$ cat src/rtl/egr_dpb_batcher.sv
// egr_dpb_batcher
//   Collects dirty segment pointers from the PFS into an in-order FIFO and
//   hands them to the free-pointer manager in batches of up to BATCH lanes.
//   A batch leaves when BATCH pointers are waiting, when the oldest partial
//   batch has waited long enough (TMO), or when flush is raised.
//
// Ports
//   cclk            block clock, rising edge
//   rst_n           asynchronous active-low reset
//   pfs_dptr_valid  dirty pointer offered by the PFS
//   pfs_dptr        dirty pointer value
//   pfs_dptr_ready  pointer accepted this cycle (FIFO not full)
//   flush           push out a partial batch
//   free_valid      batch presented to the free-pointer manager
//   free_ptr        batch pointers, lane 0 in the low PTR_W bits
//   free_mask       lane-valid bits, contiguous from lane 0
//   free_ready      free-pointer manager accepts the batch
//   occupancy       registered FIFO entry count
//   idle            FIFO empty, no batch pending, FSM idle
//
// state   | meaning
// S_IDLE  | FIFO empty, nothing to send
// S_ACCUM | FIFO holds pointers, waiting for full batch / timeout / flush
// S_SEND  | output register holds a batch, waiting for free_ready

module egr_dpb_batcher #(
    parameter int PTR_W = 20,
    parameter int DEPTH = 16,
    parameter int BATCH = 4,
    parameter int TMO   = 32
) (
    input  logic                   cclk,
    input  logic                   rst_n,
    input  logic                   pfs_dptr_valid,
    input  logic [PTR_W-1:0]       pfs_dptr,
    output logic                   pfs_dptr_ready,
    input  logic                   flush,
    output logic                   free_valid,
    output logic [BATCH*PTR_W-1:0] free_ptr,
    output logic [BATCH-1:0]       free_mask,
    input  logic                   free_ready,
    output logic [$clog2(DEPTH):0] occupancy,
    output logic                   idle
);
    localparam int AW = $clog2(DEPTH);
    localparam int CW = AW + 1;
    localparam logic [CW-1:0] DEPTH_C  = CW'(DEPTH);
    localparam logic [CW-1:0] BATCH_C  = CW'(BATCH);
    localparam logic [7:0]    TMO_LAST = 8'(TMO - 1);

    typedef enum logic [1:0] {S_IDLE, S_ACCUM, S_SEND} state_t;

    state_t                 state;
    state_t                 state_nxt;
    logic [PTR_W-1:0]       mem [DEPTH];
    logic [AW-1:0]          wr_ptr;
    logic [AW-1:0]          rd_ptr;
    logic [CW-1:0]          occ;
    logic [CW-1:0]          n_pop;
    logic [CW-1:0]          occ_nxt;
    logic [7:0]             timer;
    logic                   run;
    logic                   push;
    logic                   load;
    logic [BATCH*PTR_W-1:0] load_ptr;
    logic [BATCH-1:0]       load_mask;

    assign push    = pfs_dptr_valid && pfs_dptr_ready;
    assign load    = (state == S_ACCUM) && ((occ >= BATCH_C) || (timer == TMO_LAST) || flush);
    assign n_pop   = (occ >= BATCH_C) ? BATCH_C : occ;
    assign occ_nxt = occ + CW'(push) - (load ? n_pop : '0);

    // Gather the oldest n_pop entries; read index wraps naturally in AW bits.
    always_comb begin
        load_ptr  = '0;
        load_mask = '0;
        for (int i = 0; i < BATCH; i++) begin
            if (CW'(i) < n_pop) begin
                load_ptr[i*PTR_W +: PTR_W] = mem[rd_ptr + AW'(i)];
                load_mask[i]               = 1'b1;
            end
        end
    end

    always_ff @(posedge cclk) begin
        if (push) begin
            mem[wr_ptr] <= pfs_dptr;
        end
    end

    // run keeps ready low during reset and raises it on the first edge after.
    always_ff @(posedge cclk or negedge rst_n) begin
        if (!rst_n) begin
            run       <= 1'b0;
            wr_ptr    <= '0;
            rd_ptr    <= '0;
            occ       <= '0;
            timer     <= '0;
            free_ptr  <= '0;
            free_mask <= '0;
        end else begin
            run <= 1'b1;
            occ <= occ_nxt;
            if (push) begin
                wr_ptr <= wr_ptr + AW'(1);
            end
            if (load) begin
                rd_ptr    <= rd_ptr + n_pop[AW-1:0];
                free_ptr  <= load_ptr;
                free_mask <= load_mask;
            end
            if (load || (occ == '0)) begin
                timer <= '0;
            end else if ((state == S_ACCUM) && (occ < BATCH_C)) begin
                timer <= timer + 8'd1;
            end
        end
    end

    always_ff @(posedge cclk or negedge rst_n) begin
        if (!rst_n) begin
            state <= S_IDLE;
        end else begin
            state <= state_nxt;
        end
    end

    always_comb begin
        state_nxt = state;
        case (state)
            S_IDLE:  if (occ != '0) state_nxt = S_ACCUM;
            S_ACCUM: if (load) state_nxt = S_SEND;
            S_SEND:  if (free_ready) state_nxt = (occ != '0) ? S_ACCUM : S_IDLE;
            default: state_nxt = S_IDLE;
        endcase
    end

    always_comb begin
        free_valid     = (state == S_SEND);
        idle           = (state == S_IDLE) && (occ == '0);
        pfs_dptr_ready = run && (occ < DEPTH_C);
        occupancy      = occ;
    end

endmodule

$ cat config.mk
export PLATFORM = sky130hd
export DESIGN_NAME = egr_dpb_batcher
export DESIGN_NICKNAME = d
export VERILOG_FILES = /design/src/rtl/egr_dpb_batcher.sv
export SDC_FILE = /design/constraint.sdc
export NUM_CORES = 1
export LEC_CHECK = 0
export BUFFER_PORTS_ARGS = -buffer_cell sky130_fd_sc_hd__buf_2
export CAP_MARGIN = 20
export CORE_MARGIN = 10
export CORE_UTILIZATION = 55
export DETAILED_ROUTE_END_ITERATION = 10
export PLACE_DENSITY = 0.73
export SYNTH_ARGS = -nofsm -noshare
export SYNTH_HDL_FRONTEND = slang
export SYNTH_SLANG_ARGS = --single-unit
$ cat constraint.sdc
create_clock -name cclk -period 4.1 [get_ports cclk]
set_clock_uncertainty 0.15 [all_clocks]
set_input_delay 0.41 -clock cclk [delete_from_list [all_inputs] [get_ports cclk]]
set_output_delay 0.41 -clock cclk [all_outputs]
set_load 0.005 [all_outputs]
==> reports/qor.csv <==
metric;value;unit
leakage power summed over all cells;0.00952;uW
run status;completed;
register area;12300;um2
number of DRC violations after detailed routing;0;
Syn Area/Cell;14.0;um2
setup violation total in the final timing report;0;
proportion of synthesized chip area in sequential cells;52.7;%
cells along the critical path;ha_1 -> xnor2_4 -> buf_4 -> mux2_2 -> o22ai_1 -> a221oi_1 -> o21ai_0;
post-synthesis cell type with the largest combined area;edfxtp_1;
remaining global-route overflow;0;
maximum single-stage delay on the critical path;730;ps
Top-Level Pins;117;
Worst Setup Path Type;flop to flop;
cell at the root of the clock tree;clkbuf_16;
via density per instance;7.19;
leading cell type in the layout, fill and taps excluded;edfxtp_1;
Routed Antenna Nets;0;
setup ws final;848;ps
cell area after layout;26400;um2
total routing resource utilization after global routing;28.6;%
worst hold margin;65.1;ps
worst supply voltage drop on vdd;0.884;mV
Post-synth EDFFs;320;
setup slack after placement;923;ps
cell area power density;797;nW/um2
cell count after synthesis;1673;
top library cells by usage in the layout, fill and taps aside;edfxtp_1 (320), nand2_1 (226), mux2i_1 (166);
async set or reset register ratio after synthesis;25.2;%
filler cell count;3024;
CP max stage cell;xnor2_4;
Floorplan Core Area;41900;um2
maximum level of the CTS H-tree;2;
total half-perimeter wirelength after legalization and detailed placement;47200;um
maximum frequency from static timing analysis;0.308;GHz
R2R Path Start;rd_ptr[0];
final WL;73200;um
number of flip-flops and latches in the synthesized netlist;428;
TritonCTS clock tree;done;
net count of the finished layout;1814;
clock slew at reported path FFs;70;ps
peak fanout along the critical path;36;
cell area reported after detailed placement;24800;um2
Max-slew headroom;26.4;%
Period Utilization, post-route;79.3;%
vias post-DR;16800;
wire length of the first global-routing pass;108000;um
std cell rows;75;
number of antenna violations at the first check in global routing;4;
number of sinks on the clock net;428;
initial drt markers;2523;
Critical Path End Type;flop;
area share of the leading cell type in the synthesized netlist;41.1;%
chip height;226;um
number of pins with negative max-slew slack in the final report;0;
worst hold path type;primary input to flop;
number of synthesis warnings;0;
non-filler instance count after layout;2340;
effective utilization at floorplan;55.7;%
Reg2Reg Setup Slack;850;ps
Port-buffer cells;116;
slew at the pin closest to its max-slew limit;1100;ps
most frequently used flop master after synthesis;edfxtp_1;
WP data arrival;3530;ps
multi-input combinational cell area;10500;um2
crit path launch;rd_ptr[0];
Die W;226;um
number of antenna diodes;0;
aggregate negative setup slack;0;ps
final worst path period need;3250;ps
placed insts;2258;
Distinct cells, synth;57;
die area;51200;um2
setup repair after global routing missed its margin;no;
Critical Path End;free_ptr[22];
largest net degree at the start of global routing;140;
count of final hold-check violations;0;
Cell Area, Synth;23400;um2
type of element launching the critical path;flop;
Routability Congestion;0.907;
clk buf depth;3;
number of buffers added by the clock tree synthesis step;44;
number of nets produced by synthesis;1720;
P&R area growth vs syn;12.8;%
worst flop-to-flop path endpoint;free_ptr[22];
Maximum Capacitance Violations;0;
Worst Reg2Reg Path Length in Cells;7;
vias in the first global route;16300;
detailed-router iteration count before antenna repair;5;
synth top area cells;edfxtp_1 (41%), mux4_2 (15%), dfrtp_1 (12%);
Clk Latency, worst-skew pair;560;ps
fraction of layout cells with a size suffix above 1;29.9;%
CP required;4380;ps
final routed wire length divided by cell count;31.3;um
-- kinds of logic after synthesis --
family                     Yosys count  share of synthesized area [%]
AOI/OAI and AO/OA                  297                           9.28
other                                1                         0.0160
xor gates and xnor gates            22                          0.937
muxes                              414                           26.6
adders and majority gates           22                           1.24
DFF                                428                           52.7
buffers and inverters              157                           3.20
and+or+nand+nor                    332                           6.03
-- power breakdown --
part | leakage [uW] | total, uW | switching [uW] | internal, uW
Clock | 0.000752 | 4350 | 1710 | 2640
Combinational | 0.00454 | 10800 | 6380 | 4380
Sequential | 0.00423 | 5930 | 654 | 5270
Total | 0.00952 | 21000 | 8740 | 12300
-- through the flow --
stage                     util [%]  total power (uW)
after global placement        59.1             16200
after floorplan                  -             12800
after detailed placement      59.1             16400
after global routing          62.9             21900
final                         62.9             21000
after CTS                     62.9             20700
-- layout make-up --
class / instances / area share (%)
Timing Repair Buffer: 186 / 4.74
Inverter: 19 / 0.270
Tap cell: 539 / 2.56
Clock inverter: 23 / 1.36
Multi-Input combinational cell: 1088 / 39.8
Clock buffer: 57 / 4.55
Sequential cell: 428 / 46.7
-- state kept, by name, summed over array words and instances (netlist names), 2 cells and up --
signal,count
timer,8
wr_ptr,4
free_mask,4
free_ptr,80
mem,320
occupancy,5
state,2
rd_ptr,4
-- synth_stat cells (13+ instances only) --
cell / n
mux4_2: 157
nand2_1: 227
a221oi_1: 20
a32oi_1: 18
a32o_1: 13
buf_4: 22
nand3_1: 32
inv_1: 19
o22ai_1: 21
ha_1: 20
a22oi_1: 41
mux2_2: 87
buf_2: 49
o211ai_1: 40
nor2_1: 24
clkbuf_1: 55
edfxtp_1: 320
dfrtp_1: 108
o21ai_0: 67
a22o_1: 41
mux2i_1: 168
-- worst max-delay path: cells and delay by family (launching register included) --
| kind | cells | cell delay, ps |
|---|---|---|
| flops | 1 | 540 |
| compound gates | 3 | 640 |
| fa+ha+maj | 1 | 280 |
| xor+xnor | 1 | 730 |
| mux | 1 | 240 |
| buf+inv | 1 | 500 |
-- what timing repair did --
item,4_1_cts,5_1_grt
endpoints found under the setup margin,0,0
buffers inserted,0,0
endpoints found under the hold margin,56,0
gates resized for setup,0,0
hold buffers,2,0
-- layer usage --
metal	share of wire, %	GRT usage, %
met2	44	42.4
met5	0.15	0
met4	4.2	11.3
met1	37	38.8
met3	14	8.46
-- worst min path at each step --
stage,start,end,cells past startpoint
6_report,pfs_dptr[3],mem[12][3],1
5_1_grt,pfs_dptr[8],mem[10][8],1
3_3_place_gp,free_mask[0],free_mask[0],1
4_1_cts,pfs_dptr[8],mem[5][8],1
2_1_floorplan,rst_n,free_mask[0],0
3_5_place_dp,free_mask[3],free_mask[3],1
Note: power is estimated with default switching activity, not from simulation.
